File: config.mk
export PLATFORM = sky130hd
export DESIGN_NAME = dram_addr_sequencer
export DESIGN_NICKNAME = d
export VERILOG_FILES = /design/src/rtl/dram_addr_sequencer.sv
export SDC_FILE = /design/constraint.sdc
export NUM_CORES = 1
export LEC_CHECK = 0
export CAP_MARGIN = 20
export CORE_MARGIN = 4
export CORE_UTILIZATION = 42
export CTS_CLUSTER_SIZE = 8
export DETAILED_ROUTE_END_ITERATION = 6
export GPL_TIMING_DRIVEN = 0
export PLACE_DENSITY = 0.86
export REMOVE_ABC_BUFFERS = 1
export SKIP_LAST_GASP = 1
export SYNTH_ARGS = -nofsm -noshare
export SYNTH_HDL_FRONTEND = slang
export SYNTH_SLANG_ARGS = --single-unit
export TNS_END_PERCENT = 100
File: constraint.sdc
create_clock -name CLK -period 1.5 [get_ports CLK]
set_input_delay 0.15 -clock CLK [delete_from_list [all_inputs] [get_ports CLK]]
set_output_delay 0.15 -clock CLK [all_outputs]
set_load 0.1 [all_outputs]
File: src/rtl/dram_addr_sequencer.sv
// Single-bank DRAM sequencer driving 74F257 row/column address muxes,
// with DMA-over-CPU arbitration and CAS-before-RAS refresh.
module dram_addr_sequencer #(
    parameter int MA_W         = 9,
    parameter int T_RCD        = 2,
    parameter int T_CAS        = 2,
    parameter int T_RP         = 2,
    parameter int T_REF        = 3,
    parameter int REF_INTERVAL = 64
) (
    input  logic              CLK,
    input  logic              RESET,
    input  logic              CPU_REQ,
    input  logic [2*MA_W-1:0] CPU_ADDR,
    input  logic              CPU_WE,
    output logic              CPU_ACK,
    input  logic              DMA_REQ,
    input  logic [2*MA_W-1:0] DMA_ADDR,
    input  logic              DMA_WE,
    output logic              DMA_ACK,
    output logic [MA_W-1:0]   ROW_ADDR,
    output logic [MA_W-1:0]   COL_ADDR,
    output logic              MUX_S,
    output logic              _MUX_OE,
    output logic              _RAS,
    output logic              _CAS,
    output logic              _WE,
    output logic              REF_OVERRUN
);

    localparam int TMAX_A = (T_RCD > T_CAS) ? T_RCD : T_CAS;
    localparam int TMAX_B = (T_RP > T_REF) ? T_RP : T_REF;
    localparam int TMAX   = (TMAX_A > TMAX_B) ? TMAX_A : TMAX_B;
    localparam int CW     = $clog2(TMAX + 1);
    localparam int RW     = $clog2(REF_INTERVAL);

    localparam logic [CW-1:0] RCD_LAST = CW'(T_RCD - 1);
    localparam logic [CW-1:0] CAS_LAST = CW'(T_CAS - 1);
    localparam logic [CW-1:0] CAS_ACK  = CW'(T_CAS - 2);
    localparam logic [CW-1:0] RP_LAST  = CW'(T_RP - 1);
    localparam logic [CW-1:0] REF_LAST = CW'(T_REF - 1);
    localparam logic [RW-1:0] INT_LAST = RW'(REF_INTERVAL - 1);

    typedef enum logic [2:0] {
        IDLE,
        RAS_SETUP,
        RAS_ACT,
        COL,
        CAS_ACT,
        PRECHARGE,
        REF_CAS,
        REF_RAS
    } state_t;

    state_t        state;
    logic [CW-1:0] cnt;
    logic [RW-1:0] ref_cnt;
    logic          ref_pend;
    logic          lat_we;
    logic          gnt_dma;
    logic          ref_wrap;
    logic          ref_grant;

    assign ref_wrap  = (ref_cnt == INT_LAST);
    assign ref_grant = (state == IDLE) && ref_pend;

    always_ff @(posedge CLK or posedge RESET) begin
        if (RESET) begin
            state       <= IDLE;
            cnt         <= '0;
            ref_cnt     <= '0;
            ref_pend    <= 1'b0;
            lat_we      <= 1'b0;
            gnt_dma     <= 1'b0;
            CPU_ACK     <= 1'b0;
            DMA_ACK     <= 1'b0;
            ROW_ADDR    <= '0;
            COL_ADDR    <= '0;
            MUX_S       <= 1'b0;
            _MUX_OE     <= 1'b1;
            _RAS        <= 1'b1;
            _CAS        <= 1'b1;
            _WE         <= 1'b1;
            REF_OVERRUN <= 1'b0;
        end else begin
            CPU_ACK <= 1'b0;
            DMA_ACK <= 1'b0;
            ref_cnt <= ref_wrap ? '0 : ref_cnt + 1'b1;

            // A wrap coinciding with a grant re-arms pending without overrun
            if (ref_wrap) begin
                ref_pend <= 1'b1;
                if (ref_pend && !ref_grant) begin
                    REF_OVERRUN <= 1'b1;
                end
            end else if (ref_grant) begin
                ref_pend <= 1'b0;
            end

            unique case (state)
                IDLE: begin
                    cnt <= '0;
                    if (ref_pend) begin
                        state   <= REF_CAS;
                        _CAS    <= 1'b0;
                        _RAS    <= 1'b1;
                        _MUX_OE <= 1'b1;
                    end else if (DMA_REQ) begin
                        state    <= RAS_SETUP;
                        ROW_ADDR <= DMA_ADDR[2*MA_W-1:MA_W];
                        COL_ADDR <= DMA_ADDR[MA_W-1:0];
                        lat_we   <= DMA_WE;
                        gnt_dma  <= 1'b1;
                        MUX_S    <= 1'b0;
                        _MUX_OE  <= 1'b0;
                        _RAS     <= 1'b1;
                    end else if (CPU_REQ) begin
                        state    <= RAS_SETUP;
                        ROW_ADDR <= CPU_ADDR[2*MA_W-1:MA_W];
                        COL_ADDR <= CPU_ADDR[MA_W-1:0];
                        lat_we   <= CPU_WE;
                        gnt_dma  <= 1'b0;
                        MUX_S    <= 1'b0;
                        _MUX_OE  <= 1'b0;
                        _RAS     <= 1'b1;
                    end
                end
                RAS_SETUP: begin
                    state <= RAS_ACT;
                    cnt   <= '0;
                    _RAS  <= 1'b0;
                end
                RAS_ACT: begin
                    if (cnt == RCD_LAST) begin
                        state <= COL;
                        MUX_S <= 1'b1;
                        _WE   <= ~lat_we;
                    end else begin
                        cnt <= cnt + 1'b1;
                    end
                end
                COL: begin
                    state <= CAS_ACT;
                    cnt   <= '0;
                    _CAS  <= 1'b0;
                    if (CAS_LAST == '0) begin
                        if (gnt_dma) DMA_ACK <= 1'b1;
                        else         CPU_ACK <= 1'b1;
                    end
                end
                CAS_ACT: begin
                    if (cnt == CAS_LAST) begin
                        state   <= PRECHARGE;
                        cnt     <= '0;
                        _RAS    <= 1'b1;
                        _CAS    <= 1'b1;
                        _WE     <= 1'b1;
                        _MUX_OE <= 1'b1;
                        MUX_S   <= 1'b0;
                    end else begin
                        cnt <= cnt + 1'b1;
                        // ACK is registered, so raise it entering the last cycle
                        if (cnt == CAS_ACK) begin
                            if (gnt_dma) DMA_ACK <= 1'b1;
                            else         CPU_ACK <= 1'b1;
                        end
                    end
                end
                PRECHARGE: begin
                    if (cnt == RP_LAST) begin
                        state <= IDLE;
                        cnt   <= '0;
                    end else begin
                        cnt <= cnt + 1'b1;
                    end
                end
                REF_CAS: begin
                    state <= REF_RAS;
                    cnt   <= '0;
                    _RAS  <= 1'b0;
                end
                REF_RAS: begin
                    if (cnt == REF_LAST) begin
                        state <= PRECHARGE;
                        cnt   <= '0;
                        _RAS  <= 1'b1;
                        _CAS  <= 1'b1;
                    end else begin
                        cnt <= cnt + 1'b1;
                    end
                end
                default: begin
                    state <= IDLE;
                end
            endcase
        end
    end

endmodule

==> results.sh <==
export IMPL_grt_max_degree=41
export IMPL_multi_input_area_um2=1320
export IMPL_drc=0
export IMPL_ys_types=39
export IMPL_gr_total_overflow=0
export IMPL_clockBufferDepth=2
export IMPL_synth_edf_count=0
export IMPL_final_setup_viol_count=23
export IMPL_hpwl_um=3630
export IMPL_critical_path_required_ns=1.67
export IMPL_vias=2128
export IMPL_clock_latency_ns=0.30
export IMPL_wl_um=7070
export IMPL_placed_area_um2=2820
export IMPL_preCtsSetupSlack_ns=-1.50
export IMPL_hold_viol=0
export IMPL_viasPerCell=5.60
export IMPL_die_area_um2=6220
export IMPL_ys_seq_elements=40
export IMPL_cts_clk_slew_worst_paths_ns=0.08
export IMPL_io_pins=68
export IMPL_fin_skew_ns=0.00554
export IMPL_core_area_um2=4790
export IMPL_cp_max_fo=6
export IMPL_die_h_um=78.9
export IMPL_hold_slack_ns=0.346
export IMPL_grt_pass1_wl_um=9920
export IMPL_hold_buffers=0
export IMPL_htreeDepth=2
export IMPL_netlist_area_um2=2110
export IMPL_regArea_um2=1010
export IMPL_timing_fmax_mhz=584
export IMPL_tightest_slew_ns=0.824
export IMPL_fin_crit_ns=1.71
export IMPL_antenna_found_initial=0
export IMPL_synth_avg_cell_area_um2=10.0
export IMPL_area_growth_synth_to_final_pct=72.2
export IMPL_die_x_um=78.9
export IMPL_endpoint_kind="flop"
export IMPL_synthCells=210
export IMPL_fin_crit_sh_pct=114
export IMPL_rows=25
export IMPL_synth_warnings=0
export IMPL_critPathArrivalTime_ns=1.88
export IMPL_drv_cap=0
export IMPL_n_antenna_cell=0
export IMPL_fin_ws_ns=-0.213
export IMPL_dr_pass1_iters=4
export IMPL_worstSetupPathType="flop to flop"
export IMPL_numCtsBuffers=5
export IMPL_place_congestion=0.812
export IMPL_fin_nets=364
export IMPL_rsz0062_at_grt="yes"
export IMPL_cts_root_buf="clkbuf_8"
export IMPL_nFillCells=269
export IMPL_ant_nets=0
export IMPL_final_max_slew_violation_count=0
export IMPL_port_buffers=67
export IMPL_worstRegToRegCells=7
export IMPL_fin_area_um2=3630
export IMPL_grt_pass1_vias=2120
export IMPL_seq_area_frac_synth_pct=47.7
export IMPL_cts_tree="built"
export IMPL_hold_class="primary input to asynchronous set/reset pin"
export IMPL_violations="negative setup slack"
export IMPL_detail_route_iter0_violations=126
export IMPL_wl_per_cell_um=18.6
export IMPL_track_usage_pct=20.6
export IMPL_cp_start_kind="flop"
export IMPL_cts_sinks=40
export IMPL_synthArstFlopShare_pct=100
export IMPL_final_layout_size_suffix_gt1_share_pct=46.6
export IMPL_synth_ff_type="dfrtp_1"
export IMPL_relSlewSlack_pct=45.0
export IMPL_status="finished, violations left"
export IMPL_start_util_pct=44.1
==> worst max-delay path, cell delays in order, from the launching register on <==
cell and delay [ns]:
dfrtp_1 0.42, buf_4 0.16, ha_4 0.19, a2111oi_4 0.32, buf_4 0.20, nor2_2 0.04
o21ai_1 0.14, o21ai_1 0.12
==> stage by stage <==
step,setup TNS (ns),utilization [%],std cells
floorplan,-37.39,-,198
global placement,-90.92,58.3,332
detailed placement,-37.99,58.8,334
CTS,-1.15,68.1,365
global route,-4.17,75.9,380
finish,-2.13,75.9,380
==> final timing paths <==
check	slack, ns	from	end
setup / recovery	-0.21	state[1]$_DFFE_PP0P_	flop
hold / removal	0.35	RESET	ROW_ADDR[8]$_DFFE_PP0P_
setup reg to reg	-0.21	state[1]$_DFFE_PP0P_	flop
hold reg to reg	0.48	gnt_dma$_DFFE_PP0P_	CPU_ACK$_DFF_PP0_
max in group asynchronous	0.54	RESET	asynchronous set/reset pin
min in group CLK	0.48	gnt_dma$_DFFE_PP0P_	CPU_ACK$_DFF_PP0_
==> cell usage after synthesis, types with 2 or more instances <==
cell        n  area share (%)
xor2_1      2            0.83
buf_6       2             1.1
a221oi_1    3             1.2
nand2b_1    2            0.59
nor2_1     33             5.9
o21ai_0     5             1.2
mux2i_1    21              10
ha_1       10             5.9
buf_2       9             2.1
a2111oi_2   2             1.4
nand2_1     9             1.6
dfstp_2     4             5.0
a21oi_1    27             6.4
dfrtp_1    36              43
nand3_1     8             1.9
o21ai_1     3            0.71
inv_1       8             1.4
nor3_1      5             1.2
==> state kept, by name, indices dropped and copies added, names as in the netlist, 2 cells and up, named ones only <==
signal,flops
COL_ADDR,9
ref_cnt,6
ROW_ADDR,9
cnt,2
state,2
==> routing by layer <==
layer / track usage (%) / wire length [um]
met1: 22.2 / 2540
met2: 36.9 / 3650
met3: 5.90 / 565
met4: 9.79 / 311
met5: 0 / 0
==> cells by family (layout without fill, tap and decap cells) <==
family | count (synthesis) | count (layout) | synth area share, %
AND/OR/NAND/NOR | 62 | 62 | 13.4
multiplexers | 23 | 23 | 11.0
flip-flops | 40 | 40 | 47.7
XOR/XNOR | 3 | 3 | 1.25
buffers and inverters | 20 | 123 | 4.98
adder cells (fa/ha/maj) | 10 | 10 | 5.93
AO/OA/AOI/OAI | 52 | 52 | 15.7
==> final cells by class <==
type	instances	area share [%]
multi-input cells	150	36.3
clock inverters	1	0.207
repair buffers	107	30.0
clock buffers	7	2.38
well taps	67	2.31
flip-flops and latches	40	27.9
inverters	8	0.964
==> cells in the final DEF (no fill, tap or decap), drive strengths merged <==
cell,Yosys,layout
o311ai,1,1
clkdlybuf4s15,0,22
nor2b,1,1
dfstp,4,4
a2111oi,2,2
nand2b,2,2
a31oi,1,1
clkdlybuf4s50,0,40
xnor2,1,1
buf,12,44
xor2,2,2
nor3b,2,2
nand3,8,8
clkbuf,0,8
o21bai,1,1
or4,1,1
nand2,9,9
a22o,1,1
clkinvlp,0,1
a21oi,27,27
dfrtp,36,36
a2bb2oi,1,1
a221oi,3,3
a21o,1,1
ha,10,10
a31o,1,1
nor3,5,5
o31ai,1,1
a211oi,2,2
mux2,2,2
o211ai,1,1
and2,1,1
o21ai,8,8
inv,8,8
a211o,1,1
mux2i,21,21
nor2,33,33
==> repair_timing <==
item                                    4_1_cts  5_1_grt
gates cloned                                  1        2
buffers inserted                             22       14
resized for setup                           131       63
pin swaps                                    11       11
endpoints found under the setup margin       57       30
Power is left out: the tool's default activity adds up to more than one toggle a clock period on the data nets, which glitch-free logic cannot reach.
